### src/rtl/alarm_match_unit.sv
// alarm_match_unit: per-channel time-compare alarms, each with a ringing/ack state machine.
// Optional snooze state and per-channel tick countdown are built when ALARM_SNOOZE_EN is defined.
module alarm_match_unit #(
    parameter int WIDTH        = 6,
    parameter int CHANNELS     = 4,
    parameter int SNOOZE_TICKS = 5,
    parameter int CH_W         = (CHANNELS > 1) ? $clog2(CHANNELS) : 1
) (
    input  logic                  clk,
    input  logic                  reset_n,
    input  logic                  tick,
    input  logic [WIDTH-1:0]      time_val,
    input  logic                  cfg_we,
    input  logic [CH_W-1:0]       cfg_ch,
    input  logic [WIDTH-1:0]      cfg_val,
    input  logic                  cfg_en,
    input  logic [CHANNELS-1:0]   ack,
`ifdef ALARM_SNOOZE_EN
    input  logic [CHANNELS-1:0]   snooze,
`endif
    output logic [CHANNELS-1:0]   match_pulse,
    output logic [CHANNELS-1:0]   ringing,
    output logic                  any_ringing,
    output logic [2*CHANNELS-1:0] state_dbg
);
    // Strobes (tick, cfg_we, ack, snooze) are single-cycle, sampled on the rising edge with no
    // back-pressure; a cfg_we to a channel overrides every other event on that channel that cycle.

    typedef enum logic [1:0] {IDLE = 2'd0, RINGING = 2'd1, SNOOZE = 2'd2, DONE = 2'd3} state_t;

    if (CHANNELS < 1 || SNOOZE_TICKS < 1) begin : g_bad_param
        $error("alarm_match_unit: CHANNELS and SNOOZE_TICKS must be >= 1");
    end

    logic [WIDTH-1:0]    value_q [CHANNELS];
    logic [CHANNELS-1:0] en_q;
    state_t              state_q [CHANNELS];
    state_t              state_d [CHANNELS];
    logic [CHANNELS-1:0] pulse_d;
    logic [CHANNELS-1:0] wr;
    logic [CHANNELS-1:0] eq;

`ifdef ALARM_SNOOZE_EN
    localparam int CNT_W = $clog2(SNOOZE_TICKS + 1);
    logic [CNT_W-1:0] cnt_q [CHANNELS];
    logic [CNT_W-1:0] cnt_d [CHANNELS];
`endif

    always_comb begin
        wr = '0;
        eq = '0;
        for (int i = 0; i < CHANNELS; i++) begin
            wr[i] = cfg_we && (cfg_ch == CH_W'(i));
            eq[i] = en_q[i] && (time_val == value_q[i]);
        end
    end

    always_comb begin
        pulse_d = '0;
        for (int i = 0; i < CHANNELS; i++) begin
            state_d[i] = state_q[i];
`ifdef ALARM_SNOOZE_EN
            cnt_d[i] = cnt_q[i];
`endif
            if (wr[i]) begin
                state_d[i] = IDLE;
`ifdef ALARM_SNOOZE_EN
                cnt_d[i] = '0;
`endif
            end else begin
                case (state_q[i])
                    IDLE: begin
                        if (tick && eq[i]) begin
                            state_d[i] = RINGING;
                            pulse_d[i] = 1'b1;
                        end
                    end
                    RINGING: begin
                        if (ack[i]) begin
                            state_d[i] = DONE;
                        end
`ifdef ALARM_SNOOZE_EN
                        else if (snooze[i]) begin
                            state_d[i] = SNOOZE;
                            cnt_d[i]   = CNT_W'(SNOOZE_TICKS);
                        end
`endif
                    end
`ifdef ALARM_SNOOZE_EN
                    SNOOZE: begin
                        if (ack[i]) begin
                            state_d[i] = DONE;
                        end else if (tick) begin
                            if (cnt_q[i] == CNT_W'(1)) begin
                                state_d[i] = RINGING;
                                pulse_d[i] = 1'b1;
                            end else begin
                                cnt_d[i] = cnt_q[i] - CNT_W'(1);
                            end
                        end
                    end
`endif
                    DONE: begin
                        // Hold off re-triggering until the time has moved off the match value.
                        if (tick && !eq[i]) begin
                            state_d[i] = IDLE;
                        end
                    end
                    default: state_d[i] = IDLE;
                endcase
            end
        end
    end

    always_ff @(posedge clk or negedge reset_n) begin
        if (!reset_n) begin
            for (int i = 0; i < CHANNELS; i++) begin
                value_q[i] <= '0;
                state_q[i] <= IDLE;
            end
            en_q        <= '0;
            match_pulse <= '0;
        end else begin
            for (int i = 0; i < CHANNELS; i++) begin
                state_q[i] <= state_d[i];
                if (wr[i]) begin
                    value_q[i] <= cfg_val;
                    en_q[i]    <= cfg_en;
                end
            end
            match_pulse <= pulse_d;
        end
    end

`ifdef ALARM_SNOOZE_EN
    always_ff @(posedge clk or negedge reset_n) begin
        if (!reset_n) begin
            for (int i = 0; i < CHANNELS; i++) begin
                cnt_q[i] <= '0;
            end
        end else begin
            for (int i = 0; i < CHANNELS; i++) begin
                cnt_q[i] <= cnt_d[i];
            end
        end
    end
`endif

    always_comb begin
        ringing   = '0;
        state_dbg = '0;
        for (int i = 0; i < CHANNELS; i++) begin
            ringing[i]          = (state_q[i] == RINGING);
            state_dbg[2*i +: 2] = state_q[i];
        end
    end

    assign any_ringing = |ringing;

endmodule

### config.mk
export PLATFORM = sky130hd
export DESIGN_NAME = alarm_match_unit
export DESIGN_NICKNAME = d
export VERILOG_FILES = /design/src/rtl/alarm_match_unit.sv
export SDC_FILE = /design/constraint.sdc
export NUM_CORES = 1
export LEC_CHECK = 0
export ABC_CLOCK_PERIOD_IN_PS = 1290
export CAP_MARGIN = 0
export CORE_UTILIZATION = 46
export DETAILED_ROUTE_END_ITERATION = 7
export HOLD_SLACK_MARGIN = 0.08
export PLACE_DENSITY = 0.86
export SYNTH_ARGS = -nofsm -noshare
export SYNTH_HDL_FRONTEND = slang
export SYNTH_SLANG_ARGS = --single-unit
### constraint.sdc
create_clock -name clk -period 1.29 [get_ports clk]
set_clock_uncertainty 0.15 [all_clocks]
set_input_delay 0.129 -clock clk [delete_from_list [all_inputs] [get_ports clk]]
set_output_delay 0.129 -clock clk [all_outputs]
set_load 0.005 [all_outputs]
[After elaboration in Yosys (flattened, before gate mapping)]
Index checks and enable logic that the tools add are counted.
Cells by class
  reductions and logical operators: 30
  equality and inequality tests: 27
  muxes and demuxes: 32
Operators with widths (count)
  2-to-1 mux 2 bit: 16
  == test 6 bit: 4
  inequality test 3 bit (second input constant): 8
  one-hot mux 2 bit (3 select lines): 4
  logical AND 1 bit: 16
  == test 2 bit (second input constant): 6
  2-to-1 mux 1 bit: 12
  inequality test 3 x 2 -> 1 bit (second input constant): 4
  AND reduction 3 bit: 4
  == test 2 x 1 -> 1 bit (second input constant): 5
  zero test 2 bit: 5
  zero test 1 bit: 4
  OR reduction 4 bit: 1
Word-level totals
  register bits: 40
  output and inout port bits: 17
  bits of input ports: 23

[Longest topological paths before layout]
  depth after elaboration: 7
  gate-level depth with buffers: 5
  depth with buffers taken out: 4

[Least setup slack after synthesis]
OpenSTA, ideal clock, no wires.
  path kind: register to output
  from: register state_q (netlist bit state_dbg[2])
  to: output port any_ringing
  data arrival time: 1101 ps
  stages on the path, launching flop included: 3
  slack: -90 ps
  required time: 1011 ps
  cell sequence: dfrtp_1 -> nor2b_1 -> or4_1
On the way
  word-level cells in the longest chain between the ends: 2
Ends and longest elaborated chain
  start: declaration: line 37  | state_t state_q [CHANNELS];
  start signal: indexed assignment: line 125  | state_q[i] <= state_d[i];
  == test 2 x 1 -> 1 bit: line 153  | ringing[i] = (state_q[i] == RINGING);
  via ringing[1]: line 22  | output logic [CHANNELS-1:0] ringing,
  OR reduction 4 bit: line 158  | assign any_ringing = |ringing;
  end: declaration: line 23  | output logic any_ringing,
The timed path passes the listed nets, and every way through them passes these cells.

[Final worst setup path]
  from: register state_q (netlist bit state_dbg[0])
  to: output port any_ringing
On the way
  word-level cells in the longest chain between the ends: 2
Ends and longest elaborated chain (line)
  == test 2 x 1 -> 1 bit: 153
  OR reduction 4 bit: 158
No other way between the ends.

==> flow_metrics.env <==
export IMPL_status="complete, but fails checks"
export IMPL_violations="setup timing"
export IMPL_synth_area_um2=1980
export IMPL_irDropWorstVdd_v=0.000864
export IMPL_netlist_area_leader_share=0.506
export IMPL_clockBufferDepth=2
export IMPL_min_path_type="in -> async"
export IMPL_hold_viol_final=0
export IMPL_port_buffers=39
export IMPL_critPathArrivalTime_ps=1500
export IMPL_htreeDepth=2
export IMPL_grt_overflow_total=0
export IMPL_avgSynthCellArea_um2=12.0
export IMPL_setup_viol=20
export IMPL_synth_main_ff_cell="dfrtp_1"
export IMPL_numCtsBuffers=5
export IMPL_post_route_min_period_ps=1780
export IMPL_powerDensity_nw_per_um2=1050
export IMPL_worst_slew_pin_slew_ps=368
export IMPL_start_util=0.488
export IMPL_grt_max_degree=41
export IMPL_vias_per_cell=5.51
export IMPL_n_fill_cell=229
export IMPL_worstPathRequired_ps=1010
export IMPL_synth_area_leaders="dfrtp_1 51%, mux2_2 16%, xnor2_1 11%, buf_6 3.4%, nand3_1 2.0%"
export IMPL_path_class="reg -> out"
export IMPL_cts_num_sinks=40
export IMPL_area_delta_synth_final_pct=56.5
export IMPL_clkLatencyLatePin_ps=290
export IMPL_yosysMostFrequentCell="dfrtp_1"
export IMPL_dp_cells=269
export IMPL_setup_ws_ps=-487
export IMPL_crit_fanout=2
export IMPL_detail_route_iter0_violations=68
export IMPL_synthDistinctLibCells=23
export IMPL_grt_pass1_wl_um=7690
export IMPL_synth_edf_count=0
export IMPL_coreArea_um2=4060
export IMPL_rsz0062_at_grt="true"
export IMPL_gp_congestion=0.780
export IMPL_leakagePower_nw=1.38
export IMPL_synth_async_reset_ratio=1.00
export IMPL_io_pins=40
export IMPL_fin_util=0.763
export IMPL_ys_seq_area_frac=0.506
export IMPL_synthesis_instances=165
export IMPL_total_power_mw=3.26
export IMPL_wl_um=5630
export IMPL_antenna_cells=0
export IMPL_max_freq_mhz=563
export IMPL_wl_per_cell_um=18.7
export IMPL_maxSlewViolCount=0
export IMPL_die_w_um=67.6
export IMPL_num_vias=1659
export IMPL_die_y_um=67.6
export IMPL_die_area_um2=4570
export IMPL_cts_root_buf="clkbuf_8"
export IMPL_yosysWarnings=0
export IMPL_start_kind="register"
export IMPL_tritoncts="done"
export IMPL_grt_pass1_vias=1640
export IMPL_antenna_found_initial=0
export IMPL_dp_slack_ps=-553
export IMPL_dp_hpwl_um=3010
export IMPL_final_layout_size_suffix_gt1_frac=0.526
export IMPL_track_usage=0.238
export IMPL_synthTopCellsByCount="40 x dfrtp_1, 28 x mux2_2, 24 x xnor2_1"
export IMPL_drc=0
export IMPL_synth_top_area_cell="dfrtp_1"
export IMPL_max_slew_margin=0.754
export IMPL_fin_cells=301
export IMPL_placedInstanceArea_um2=2590
export IMPL_firstDrtPassIters=4
export IMPL_end_kind="output pin"
export IMPL_rows=23
export IMPL_cts_clk_slew_worst_paths_ps=80
export IMPL_drv_cap=0
export IMPL_nNetsFinal=273
export IMPL_syn_nets=188
export IMPL_synth_seq_cells=40
export IMPL_fin_area_um2=3100
export IMPL_period_share=1.38
export IMPL_drtAntennaViolNets=0
==> critical path, stage by stage (launching register included) <==
cell     delay [ps]
dfrtp_1         390
nor2b_4         140
or4_1           540
buf_2           150
==> metrics by stage <==
stage	hold slack, ps	setup TNS [ps]
detailed placement	-33.8	-14540
CTS	198	-2160
global route	229	-4220
global placement	-35.5	-13700
floorplan	-317	-126
finish	184	-3520
==> state kept, by name, indices dropped and copies added, names as in the netlist <==
register and flops:
value_q 24, state_dbg 8, en_q 4, match_pulse 4
==> metal layers <==
| layer | track usage | wire length [µm] | vias up |
|---|---|---|---|
| met5 | 0 | 0 | - |
| met4 | 0.0851 | 133 | 0 |
| met3 | 0.0642 | 275 | 16 |
| met2 | 0.433 | 3010 | 66 |
| met1 | 0.261 | 2210 | 832 |
| li1 | - | - | 745 |
==> final cells by class <==
| cell class | instances | area (µm²) | area share |
|---|---|---|---|
| multi-input combinational | 112 | 1090 | 0.352 |
| sequential | 40 | 1000 | 0.323 |
| timing repair buffer | 87 | 836 | 0.270 |
| clock buffer | 6 | 82.6 | 0.0267 |
| tap | 50 | 62.6 | 0.0202 |
| inverter | 4 | 15.0 | 0.00485 |
| clock inverter | 2 | 10.0 | 0.00323 |
==> report_power, final <==
group	total, mW	switching [mW]	internal [mW]
Sequential	1.57	0.140	1.43
Clock	0.859	0.432	0.427
Combinational	0.839	0.325	0.514
Total	3.26	0.897	2.37
==> path summary, 6_finish.rpt <==
path / to / from / slack (ps) / depth (start not counted)
max in group asynchronous: value_q[5]$_DFFE_PN0P_ / reset_n / 590 / 3
setup / recovery: any_ringing / state_dbg[0]$_DFFE_PN0P_ / -490 / 3
min in group clk: state_dbg[7]$_DFFE_PN0P_ / ack[3] / 300 / 3
hold / removal: state_dbg[3]$_DFFE_PN0P_ / reset_n / 180 / 3
setup reg to reg: state_dbg[4]$_DFFE_PN0P_ / state_dbg[5]$_DFFE_PN0P_ / -270 / 8
hold reg to reg: value_q[4]$_DFFE_PN0P_ / value_q[4]$_DFFE_PN0P_ / 380 / 1
==> cell families after synthesis <==
kind of cell    synth area share
compound gates            0.0487
simple gates               0.131
xor+xnor                   0.106
mux                        0.159
buf+inv                   0.0487
flops                      0.506
==> cells in the final DEF (no fill, tap or decap), types with 3 or more instances in the layout <==
cell type / count
dlygate4sd2_1: 12
a21oi_1: 3
a2bb2oi_2: 4
a311oi_2: 3
xnor2_1: 16
clkbuf_8: 6
nand2_1: 8
nand4_1: 4
nor2_1: 6
nand3_2: 4
nor3b_2: 3
buf_6: 24
or2_1: 3
buf_4: 23
clkbuf_2: 5
mux2_2: 28
buf_12: 5
nor2b_4: 3
clkdlybuf4s50_1: 12
nand3_1: 4
xnor2_2: 8
buf_2: 4
dfrtp_1: 40
inv_1: 4
==> what timing repair did <==
item                       in CTS  in global routing
resized for setup              81                 39
buffers inserted               17                  8
setup endpoints to repair      37                 48
pin swaps                      24                 11
hold buffers                    1                  0
hold endpoints to repair       40                  0
No activity file was read; power rests on OpenSTA's default activity.
